==> config.mk <==
export PLATFORM = sky130hd
export DESIGN_NAME = tkz_counter_tx_flat
export DESIGN_NICKNAME = d
export VERILOG_FILES = /design/src/rtl/tkz_counter_tx_if.sv /design/src/rtl/tkz_counter_tx.sv /design/src/flat_wrapper.sv
export SDC_FILE = /design/constraint.sdc
export NUM_CORES = 1
export LEC_CHECK = 0
export ABC_AREA = 1
export BUFFER_PORTS_ARGS = -buffer_cell sky130_fd_sc_hd__buf_2
export CAP_MARGIN = 10
export CORE_MARGIN = 2
export CORE_UTILIZATION = 55
export CTS_CLUSTER_DIAMETER = 30
export CTS_CLUSTER_SIZE = 40
export DETAILED_ROUTE_END_ITERATION = 8
export PLACE_DENSITY = 0.88
export SYNTH_ARGS = -nofsm -noshare
export SYNTH_HDL_FRONTEND = slang
export SYNTH_SLANG_ARGS = --single-unit
==> constraint.sdc <==
create_clock -name clk -period 4.8 [get_ports clk]
set_clock_uncertainty 0.05 [all_clocks]
set_input_delay 0.72 -clock clk [delete_from_list [all_inputs] [get_ports clk]]
set_output_delay 0.72 -clock clk [all_outputs]
set_load 0.01 [all_outputs]
==> src/rtl/tkz_counter_tx_if.sv <==
// tkz_counter_tx_if: 32-bit beat stream carrying the tweakey-Z image to the datapath
interface tkz_counter_tx_if;
   logic [31:0] tkz_word;
   logic        tkz_valid;
   logic        tkz_ready;
   logic        tkz_last;
   modport master (output tkz_word, tkz_valid, tkz_last, input tkz_ready);
   modport slave (input tkz_word, tkz_valid, tkz_last, output tkz_ready);
endinterface

==> src/rtl/tkz_counter_tx.sv <==
// tkz_counter_tx: Romulus block-counter LFSR plus domain byte, shipped as a two-beat TK1 snapshot
module tkz_counter_tx #(
   parameter logic [7:0]  POLY     = 8'h95,
   parameter logic [55:0] INIT_CNT = 56'h1,
   parameter logic [7:0]  INIT_DOM = 8'h00
) (
   input  logic                     clk,
   input  logic                     rst,
   input  logic                     cnt_init,
   input  logic                     cnt_step,
   input  logic                     dom_ld,
   input  logic [7:0]               dom_in,
   input  logic                     send,
   tkz_counter_tx_if.master         tkz,
   output logic                     busy,
   output logic [63:0]              tkz_image
);
   typedef enum logic [1:0] {IDLE, BEAT0, BEAT1} state_t;
   state_t      state_q, state_d;
   logic [55:0] cnt_q, cnt_d;
   logic [7:0]  dom_q, dom_d;
   logic [63:0] snap_q, snap_d;
   // counter bytes are laid out LSB-first from the top of the image
   assign tkz_image = {cnt_q[7:0], cnt_q[15:8], cnt_q[23:16], cnt_q[31:24],
                       cnt_q[39:32], cnt_q[47:40], cnt_q[55:48], dom_q};
   assign tkz.tkz_valid = state_q != IDLE;
   assign tkz.tkz_last  = state_q == BEAT1;
   assign tkz.tkz_word  = state_q == BEAT0 ? snap_q[31:0] : state_q == BEAT1 ? snap_q[63:32] : 32'h0;
   assign busy          = state_q != IDLE;
   always_ff @(posedge clk or posedge rst) begin
      if (rst) begin
         state_q <= IDLE;
         cnt_q   <= INIT_CNT;
         dom_q   <= INIT_DOM;
         snap_q  <= 64'h0;
      end else begin
         state_q <= state_d;
         cnt_q   <= cnt_d;
         dom_q   <= dom_d;
         snap_q  <= snap_d;
      end
   end
   always_comb begin
      cnt_d   = cnt_init ? INIT_CNT
              : cnt_step ? {cnt_q[54:0], 1'b0} ^ (cnt_q[55] ? {48'h0, POLY} : 56'h0)
              : cnt_q;
      dom_d   = dom_ld ? dom_in : dom_q;
      state_d = state_q;
      snap_d  = snap_q;
      case (state_q)
         IDLE: if (send) begin
            snap_d  = tkz_image;
            state_d = BEAT0;
         end
         BEAT0: if (tkz.tkz_ready) state_d = BEAT1;
         BEAT1: if (tkz.tkz_ready) begin
            state_d = send ? BEAT0 : IDLE;
            snap_d  = send ? tkz_image : snap_q;
         end
         default: state_d = IDLE;
      endcase
   end
endmodule

==> src/flat_wrapper.sv <==
// flat-port wrapper written by rule: the top's interface ports become plain ports
module tkz_counter_tx_flat 
#(
   parameter logic [7:0]  POLY     = 8'h95,
   parameter logic [55:0] INIT_CNT = 56'h1,
   parameter logic [7:0]  INIT_DOM = 8'h00
)
  (clk, rst, cnt_init, cnt_step, dom_ld, dom_in, send, busy, tkz_image, tkz_tkz_word, tkz_tkz_valid, tkz_tkz_last, tkz_tkz_ready);
  tkz_counter_tx_if tkz_i ();
  input  logic clk;
  input  logic rst;
  input  logic cnt_init;
  input  logic cnt_step;
  input  logic dom_ld;
  input  logic [7:0] dom_in;
  input  logic send;
  output logic busy;
  output logic [63:0] tkz_image;
  output wire logic [$bits(tkz_i.tkz_word)-1:0] tkz_tkz_word;
  output wire logic [$bits(tkz_i.tkz_valid)-1:0] tkz_tkz_valid;
  output wire logic [$bits(tkz_i.tkz_last)-1:0] tkz_tkz_last;
  input wire logic [$bits(tkz_i.tkz_ready)-1:0] tkz_tkz_ready;
  assign tkz_tkz_word = tkz_i.tkz_word;
  assign tkz_tkz_valid = tkz_i.tkz_valid;
  assign tkz_tkz_last = tkz_i.tkz_last;
  assign tkz_i.tkz_ready = tkz_tkz_ready;
  tkz_counter_tx #(.POLY(POLY), .INIT_CNT(INIT_CNT), .INIT_DOM(INIT_DOM)) u_core (.clk(clk), .rst(rst), .cnt_init(cnt_init), .cnt_step(cnt_step), .dom_ld(dom_ld), .dom_in(dom_in), .send(send), .tkz(tkz_i), .busy(busy), .tkz_image(tkz_image));
endmodule
Word-level counts from Yosys, hierarchy flattened:

Cells that the tools add are included.

* $add $sub $neg: 0
* $mul: 0
* divide/modulo/power cells: 0
* magnitude comparators: 0
* equality and inequality tests: 5
* shifts and indexed selects: 0
* muxes and demuxes: 13
* bitwise operators: 1
* reductions and logical operators: 6

Operator list (number)
* $mux W64: 2
* $pmux W64 S2: 1
* $mux W56: 2
* $mux W32: 2
* $xor A56 B56 Y56: 1
* $mux W8: 1
* $mux W2: 3
* $pmux W2 S3: 1
* $reduce_bool A2 Y1: 3
* $ne A2 B2 Y1 const B: 2
* $reduce_and A3 Y1: 1
* $eq A2 B1 Y1 const B: 1
* $eq A2 B2 Y1 const B: 1
* $logic_not A2 Y1: 1
* $ne A2 B1 Y1 const B: 1
* $reduce_and A2 Y1: 1
* $mux W1: 1

* flip-flop bits (word level): 130
* bits in latches: 0
* bits in writable memories: 0
* ROM bits: 0
* input port bits: 15
* logic and storage cells: 29
* memories: 0

Logic depth before layout (Yosys ltp):

Gate-level depths: netlist of the first run.

* word-level depth: 4
* gate-level depth with buffers: 7
* depth with buffers taken out: 5

Worst setup path after synthesis of the first run:

Ideal clock, no wire load.

* kind: register -> output
* start point: register u_core.state_q[0]
* end point: output tkz_tkz_word[22]
* arrival time: 1001 ps
* required time: 4030 ps
* slack: 3029 ps
* cell stages (with the launch flop): 6
* buffers on the path: 2
* cell sequence: dfrtp_1 buf_6 nor2_4 buf_2 nand2_1 nand2_1

* longest elaborated chain between the ends: 3
* elaborated cells between the ends (all ways): 4
* those cells by class: eq/ne (2); mux (2)

Ends and longest elaborated chain
* start, declared: RTL line tkz_counter_tx.sv:19 `state_t state_q, state_d;`
* start signal, assigned: RTL line tkz_counter_tx.sv:37 `state_q <= state_d;`
* $eq A2 B2 Y1
* via tkz_tkz_last: RTL line flat_wrapper.sv:21 `output wire logic [$bits(tkz_i.tkz_last)-1:0] tkz_tkz_last;`
* $mux W32 (2 in a row): RTL line tkz_counter_tx.sv:28 `assign tkz.tkz_word = state_q == BEAT0 ? snap_q[31:0] : state_q == BEAT1 ? snap_q[63:32] : 32'h0;`
* end, declared: RTL line flat_wrapper.sv:19 `output wire logic [$bits(tkz_i.tkz_word)-1:0] tkz_tkz_word;`

The timed path passes the listed nets, and every way through them passes these cells.

Final worst setup path of the first run:

* start point: register u_core.state_q[1]
* end point: output tkz_tkz_word[23]

* longest elaborated chain between the ends: 3
* elaborated cells between the ends (all ways): 4
* those cells by class: eq/ne (2); mux (2)

Ends and longest elaborated chain (RTL line)
* $eq A2 B2 Y1: tkz_counter_tx.sv:28
* $mux W32: tkz_counter_tx.sv:28
* $mux W32 *: tkz_counter_tx.sv:28

Mark *: on every way between the ends. The rest lies on a longest branch, timed or not.

==> results_dict.tcl, run 1 <==
set metrics [dict create \
    first_global_vias 4793 \
    layout_min_cycle_time_ns 3.08 \
    critPathMaxFanout 34 \
    max_freq_mhz 325 \
    relSlewSlack_pct 33.4 \
    htreeDepth 4 \
    viasPerCell 5.60 \
    hold_viol 0 \
    drv_slew 0 \
    grtUsageTotal_pct 28.3 \
    cts.hold.buffers_added 0 \
    hp-class "in -> async" \
    initial_core_util_pct 57.2 \
    clockBufferDepth 2 \
    syn_inst 671 \
    insertion_delay_ns 0.53 \
    powerDensity_nw_per_um2 425 \
    numCtsBuffers 17 \
    drv_cap 0 \
    post-route-period-util_pct 64.1 \
    ant_nets 0 \
    syn2layout_area_growth_pct 19.1 \
    setup_ws_ns 1.72 \
    clk_pin_slew_worst_paths_ns 0.06 \
    grt_max_degree 75 \
    avgSynthCellArea_um2 8.36 \
    ys_seq_area_share_pct 58.0 \
    netlist_area_um2 5610 \
    finalSetupTns_ns 0 \
    rsz0062_at_grt "false" \
    drcViolationCount 0 \
    worstMarginPinSlew_ns 0.997 \
    antenna_found_initial 0 \
    rows 36 \
    final_cell_mix "nand2_1 (323), dfrtp_1 (129), buf_2 (113)" \
    finalNonFillerCells 909 \
    finalPower_mw 2.84 \
    max-vdd-ir-drop_mv 0.249 \
    die_w_um 105 \
    wl_per_cell_um 16.1 \
    worst-setup-path-type "reg -> out" \
    port_buffers 113 \
    cp.required_ns 4.03 \
    antenna_cells 0 \
    yosysUniqueCellTypes 16 \
    status "finished clean" \
    cts_setup_buffers 0 \
    final_common_cell "nand2_1" \
    globalplace.congestion 0.931 \
    cts_root_buf "clkbuf_8" \
    hpwl_mm 9.04 \
    ctsResizeCount 0 \
    setup_viol 0 \
    dieArea_um2 11000 \
    core-area_um2 9820 \
    drive_gt1_share_pct 21.3 \
    cp-start-kind "flip-flop" \
    routed_wl_mm 14.7 \
    ys_warn_count 0 \
    grt_pass1_wl_mm 24.4 \
    end_kind "primary output" \
    drtPass1Iterations 7 \
    io_pins 114 \
    fp.dieH_um 105 \
    cts_tree "built" \
    syn_nets 686 \
    grt_remaining_overflow 0 \
    p_leak_nw 3.90 \
    final_nets 778 \
    clkSinkCount 130 \
    drt_iter0_drc 500 \
    dp_slack_ns 2.13 \
    cp.arrival_ns 2.31 \
    ys_ff_latch 130 \
    dp.cells 877 \
    num_vias 5092 \
]
report_power, final:
part | internal (mW) | leakage, nW | switching, mW
sequential | 1.15 | 1.78 | 0.0368
clock | 0.741 | 0.270 | 0.491
combinational | 0.0976 | 1.85 | 0.325
total | 1.99 | 3.90 | 0.853
metal layers:
| metal | GRT usage [%] | vias to the layer above | wire length, um |
|---|---|---|---|
| met5 | 0 | - | 0 |
| met1 | 38.4 | 2441 | 5830 |
| met2 | 43.1 | 282 | 7070 |
| met4 | 11.9 | 0 | 422 |
| li1 | - | 2319 | - |
| met3 | 7.61 | 50 | 1330 |
area by class of cell:
class / count / area [um2]
well taps: 133 / 166
multi-input cells: 476 / 2010
clock inverters: 15 / 161
inverters: 19 / 73.8
flip-flops and latches: 130 / 3250
fillers: 762 / 3130
clock buffers: 17 / 414
repair buffers: 119 / 611
flip-flops by register name, summed over array words and instances (netlist names):
register and cells:
u_core.snap_q 64, u_core.cnt_q 56, u_core.dom_q 8, u_core.state_q 2
kinds of logic (layout without fill, tap and decap cells):
family	Yosys count	count (layout)	synth area share, %
flip-flops	130	130	58.0
buffers and inverters	65	170	6.35
AO/OA/AOI/OAI	36	36	3.21
AND/OR/NAND/NOR	440	440	32.5
critical path, stage by stage (launching register included):
cell	delay [ns]
dfrtp_1	0.39
inv_2	0.27
nor2_4	0.71
nand2_1	0.12
nand2_1	0.14
buf_2	0.14
stage by stage:
stage | hold WS [ns] | area [um2] | utilization [%]
floorplan | 0.392 | 5610 | -
global placement | 0.405 | 6110 | 62.2
detailed placement | 0.409 | 6110 | 62.2
CTS | 0.337 | 6690 | 68.1
global route | 0.338 | 6690 | 68.1
finish | 0.329 | 6690 | 68.1
Yosys cell counts:
cell type / count / area share [%]
or2_2: 1 / 0.11
inv_2: 5 / 0.33
buf_4: 9 / 1.2
nand3_1: 110 / 9.8
inv_1: 14 / 0.94
clkbuf_1: 8 / 0.54
buf_1: 1 / 0.067
o21ai_1: 24 / 2.1
dfstp_2: 1 / 0.47
buf_2: 21 / 1.9
a21oi_1: 1 / 0.089
buf_6: 7 / 1.4
nand2_1: 325 / 22
nor2_4: 4 / 0.80
dfrtp_1: 129 / 58
o21ai_0: 11 / 0.98
path summary, 6_finish.rpt:
path,endpoint,cells past startpoint,start,slack (ns)
worst max-delay path,tkz_tkz_word[23],5,u_core.state_q[1],1.72
worst min-delay path,u_core.cnt_q[26],2,rst,0.33
worst max register to register,u_core.snap_q[15],7,u_core.state_q[0],2.19
worst min register to register,u_core.snap_q[56],2,u_core.snap_q[56],0.42
max in group asynchronous,u_core.snap_q[13],3,rst,3.44
min in group clk,u_core.state_q[0],2,tkz_tkz_ready,0.35
(Power assumes the default switching activity.)
==> inputs of run 2 (changes only) <==
--- a/config.mk
+++ b/config.mk
@@ -9,11 +9,11 @@
 export BUFFER_PORTS_ARGS = -buffer_cell sky130_fd_sc_hd__buf_2
 export CAP_MARGIN = 10
 export CORE_MARGIN = 2
-export CORE_UTILIZATION = 55
+export CORE_UTILIZATION = 49
 export CTS_CLUSTER_DIAMETER = 30
 export CTS_CLUSTER_SIZE = 40
 export DETAILED_ROUTE_END_ITERATION = 8
-export PLACE_DENSITY = 0.88
+export PLACE_DENSITY = 0.83
 export SYNTH_ARGS = -nofsm -noshare
 export SYNTH_HDL_FRONTEND = slang
 export SYNTH_SLANG_ARGS = --single-unit
==> constraint.sdc (replaced) <==
create_clock -name clk -period 2.5 [get_ports clk]
set_clock_uncertainty 0.05 [all_clocks]
set_input_delay 0.375 -clock clk [delete_from_list [all_inputs] [get_ports clk]]
set_output_delay 0.375 -clock clk [all_outputs]
set_load 0.01 [all_outputs]
==> results_dict.tcl, run 2 (synthesis results as in run 1) <==
set metrics [dict create \
    status "finished clean" \
    largestRegisters "u_core.snap_q x64, u_core.cnt_q x56, u_core.dom_q x8" \
    p_leak_nw 3.96 \
    critPathMaxStageDelay_ns 0.60 \
    cp-start-kind "flip-flop" \
    clkSinkCount 130 \
    cp.required_ns 2.08 \
    viasPerCell 5.42 \
    final_nets 784 \
    core-area_um2 11300 \
    antenna_found_initial 0 \
    drcViolationCount 0 \
    grt_remaining_overflow 0 \
    largest-register "u_core.snap_q" \
    crit_buf_inv 2 \
    grt_max_degree 106 \
    cp.arrival_ns 1.79 \
    drive_gt1_share_pct 21.6 \
    cts_setup_buffers 0 \
    drv_slew 0 \
    cts_root_buf "clkbuf_16" \
    end_kind "primary output" \
    final_cell_mix "nand2_1 (323), dfrtp_1 (129), buf_2 (113)" \
    hpwl_mm 9.35 \
    fp.dieH_um 111 \
    rows 39 \
    ctsResizeCount 0 \
    finalSetupTns_ns 0 \
    max-vdd-ir-drop_mv 0.505 \
    drt_iter0_drc 514 \
    dieArea_um2 12300 \
    routed_wl_mm 14.6 \
    numCtsBuffers 17 \
    worst-setup-path-type "reg -> out" \
    worstMarginPinSlew_ns 0.661 \
    crit_family "flip-flops" \
    io_pins 114 \
    htreeDepth 4 \
    max_freq_mhz 451 \
    ant_nets 0 \
    num_vias 5011 \
    cts.hold.buffers_added 0 \
    antenna_cells 0 \
    largest_reg_flops 64 \
    globalplace.congestion 0.802 \
    layout_min_cycle_time_ns 2.22 \
    grtUsageTotal_pct 24.9 \
    critPathSlowestCell "dfrtp_1" \
    powerDensity_nw_per_um2 821 \
    initial_core_util_pct 49.6 \
    hold_viol 0 \
    final_common_cell "nand2_1" \
    drtPass1Iterations 5 \
    drv_cap 0 \
    die_w_um 111 \
    grt_pass1_wl_mm 24.4 \
    syn2layout_area_growth_pct 21.2 \
    crit_chain "buf_4 > nand3_1 > nand2_1 > buf_2" \
    critPathMaxFanout 26 \
    rsz0062_at_grt "false" \
    post-route-period-util_pct 88.7 \
    hp-class "in -> async" \
    insertion_delay_ns 0.41 \
    clk_pin_slew_worst_paths_ns 0.06 \
    first_global_vias 4844 \
    port_buffers 113 \
    cts_tree "built" \
    wl_per_cell_um 15.8 \
    setup_viol 0 \
    clockBufferDepth 2 \
    relSlewSlack_pct 55.9 \
    setup_ws_ns 0.283 \
    dp_slack_ns 0.726 \
]
==> run 2: cell types whose count changed in the layout (fill, tap and decap cells not counted) <==
cell | previous run | this run
clkbuf_8 | 1 | 4
buf_4 | 6 | 9
buf_12 | 0 | 3
clkbuf_1 | 0 | 2
inv_6 | 1 | 0
clkinv_2 | 2 | 4
inv_4 | 1 | 0
clkbuf_16 | 16 | 17
clkinvlp_4 | 4 | 3
clkinv_4 | 6 | 1
==> run 2: area by class of cell <==
cell class / instances / area (um2)
clock buffers: 23 / 488
clock inverters: 9 / 104
fillers: 979 / 4520
inverters: 19 / 75.1
multi-input cells: 476 / 2010
flip-flops and latches: 130 / 3250
well taps: 143 / 179
repair buffers: 125 / 693
==> run 2: worst paths after layout <==
path,from,to,slack [ns],depth (start not counted)
max,u_core.state_q[0],tkz_tkz_word[27],0.28,4
min,rst,u_core.cnt_q[6],0.01,3
max reg2reg,u_core.state_q[0],u_core.snap_q[41],0.78,4
min reg2reg,u_core.snap_q[0],u_core.snap_q[0],0.42,2
max in group asynchronous,rst,u_core.state_q[0],1.91,3
min in group clk,dom_in[2],u_core.dom_q[2],0.12,3
==> run 2: report_power, final <==
group / internal, mW / switching [mW] / total (mW)
Combinational: 0.228 / 0.608 / 0.836
Clock: 1.57 / 0.883 / 2.45
Sequential: 2.21 / 0.0859 / 2.29
Total: 4.00 / 1.58 / 5.58
==> run 2: routing by layer <==
metal / vias up / global-route usage, % / wire length [um]
met5: - / 0 / 0
met4: 0 / 7.16 / 237
met3: 29 / 7.60 / 1170
met2: 207 / 38.7 / 7020
met1: 2448 / 34.2 / 6150
li1: 2327 / - / -
==> run 2: per-stage QoR <==
step	total power, mW	cells	utilization [%]	hold slack (ns)	instance area, um2
6_report	5.58	925	60.1	0.0129	6800
5_1_grt	5.81	925	60.1	0.0508	6800
4_1_cts	5.59	925	60.1	0.0212	6800
3_5_place_dp	3.16	893	54.8	0.410	6210
3_3_place_gp	3.14	893	54.8	0.405	6210
2_1_floorplan	2.97	671	-	0.392	5620
==> run 2: worst reg2reg max path, stage by stage (launching register included) <==
cell and delay, ns:
dfrtp_1 0.53, nor2_4 0.18, buf_4 0.55, nand3_1 0.22, nand2_1 0.13
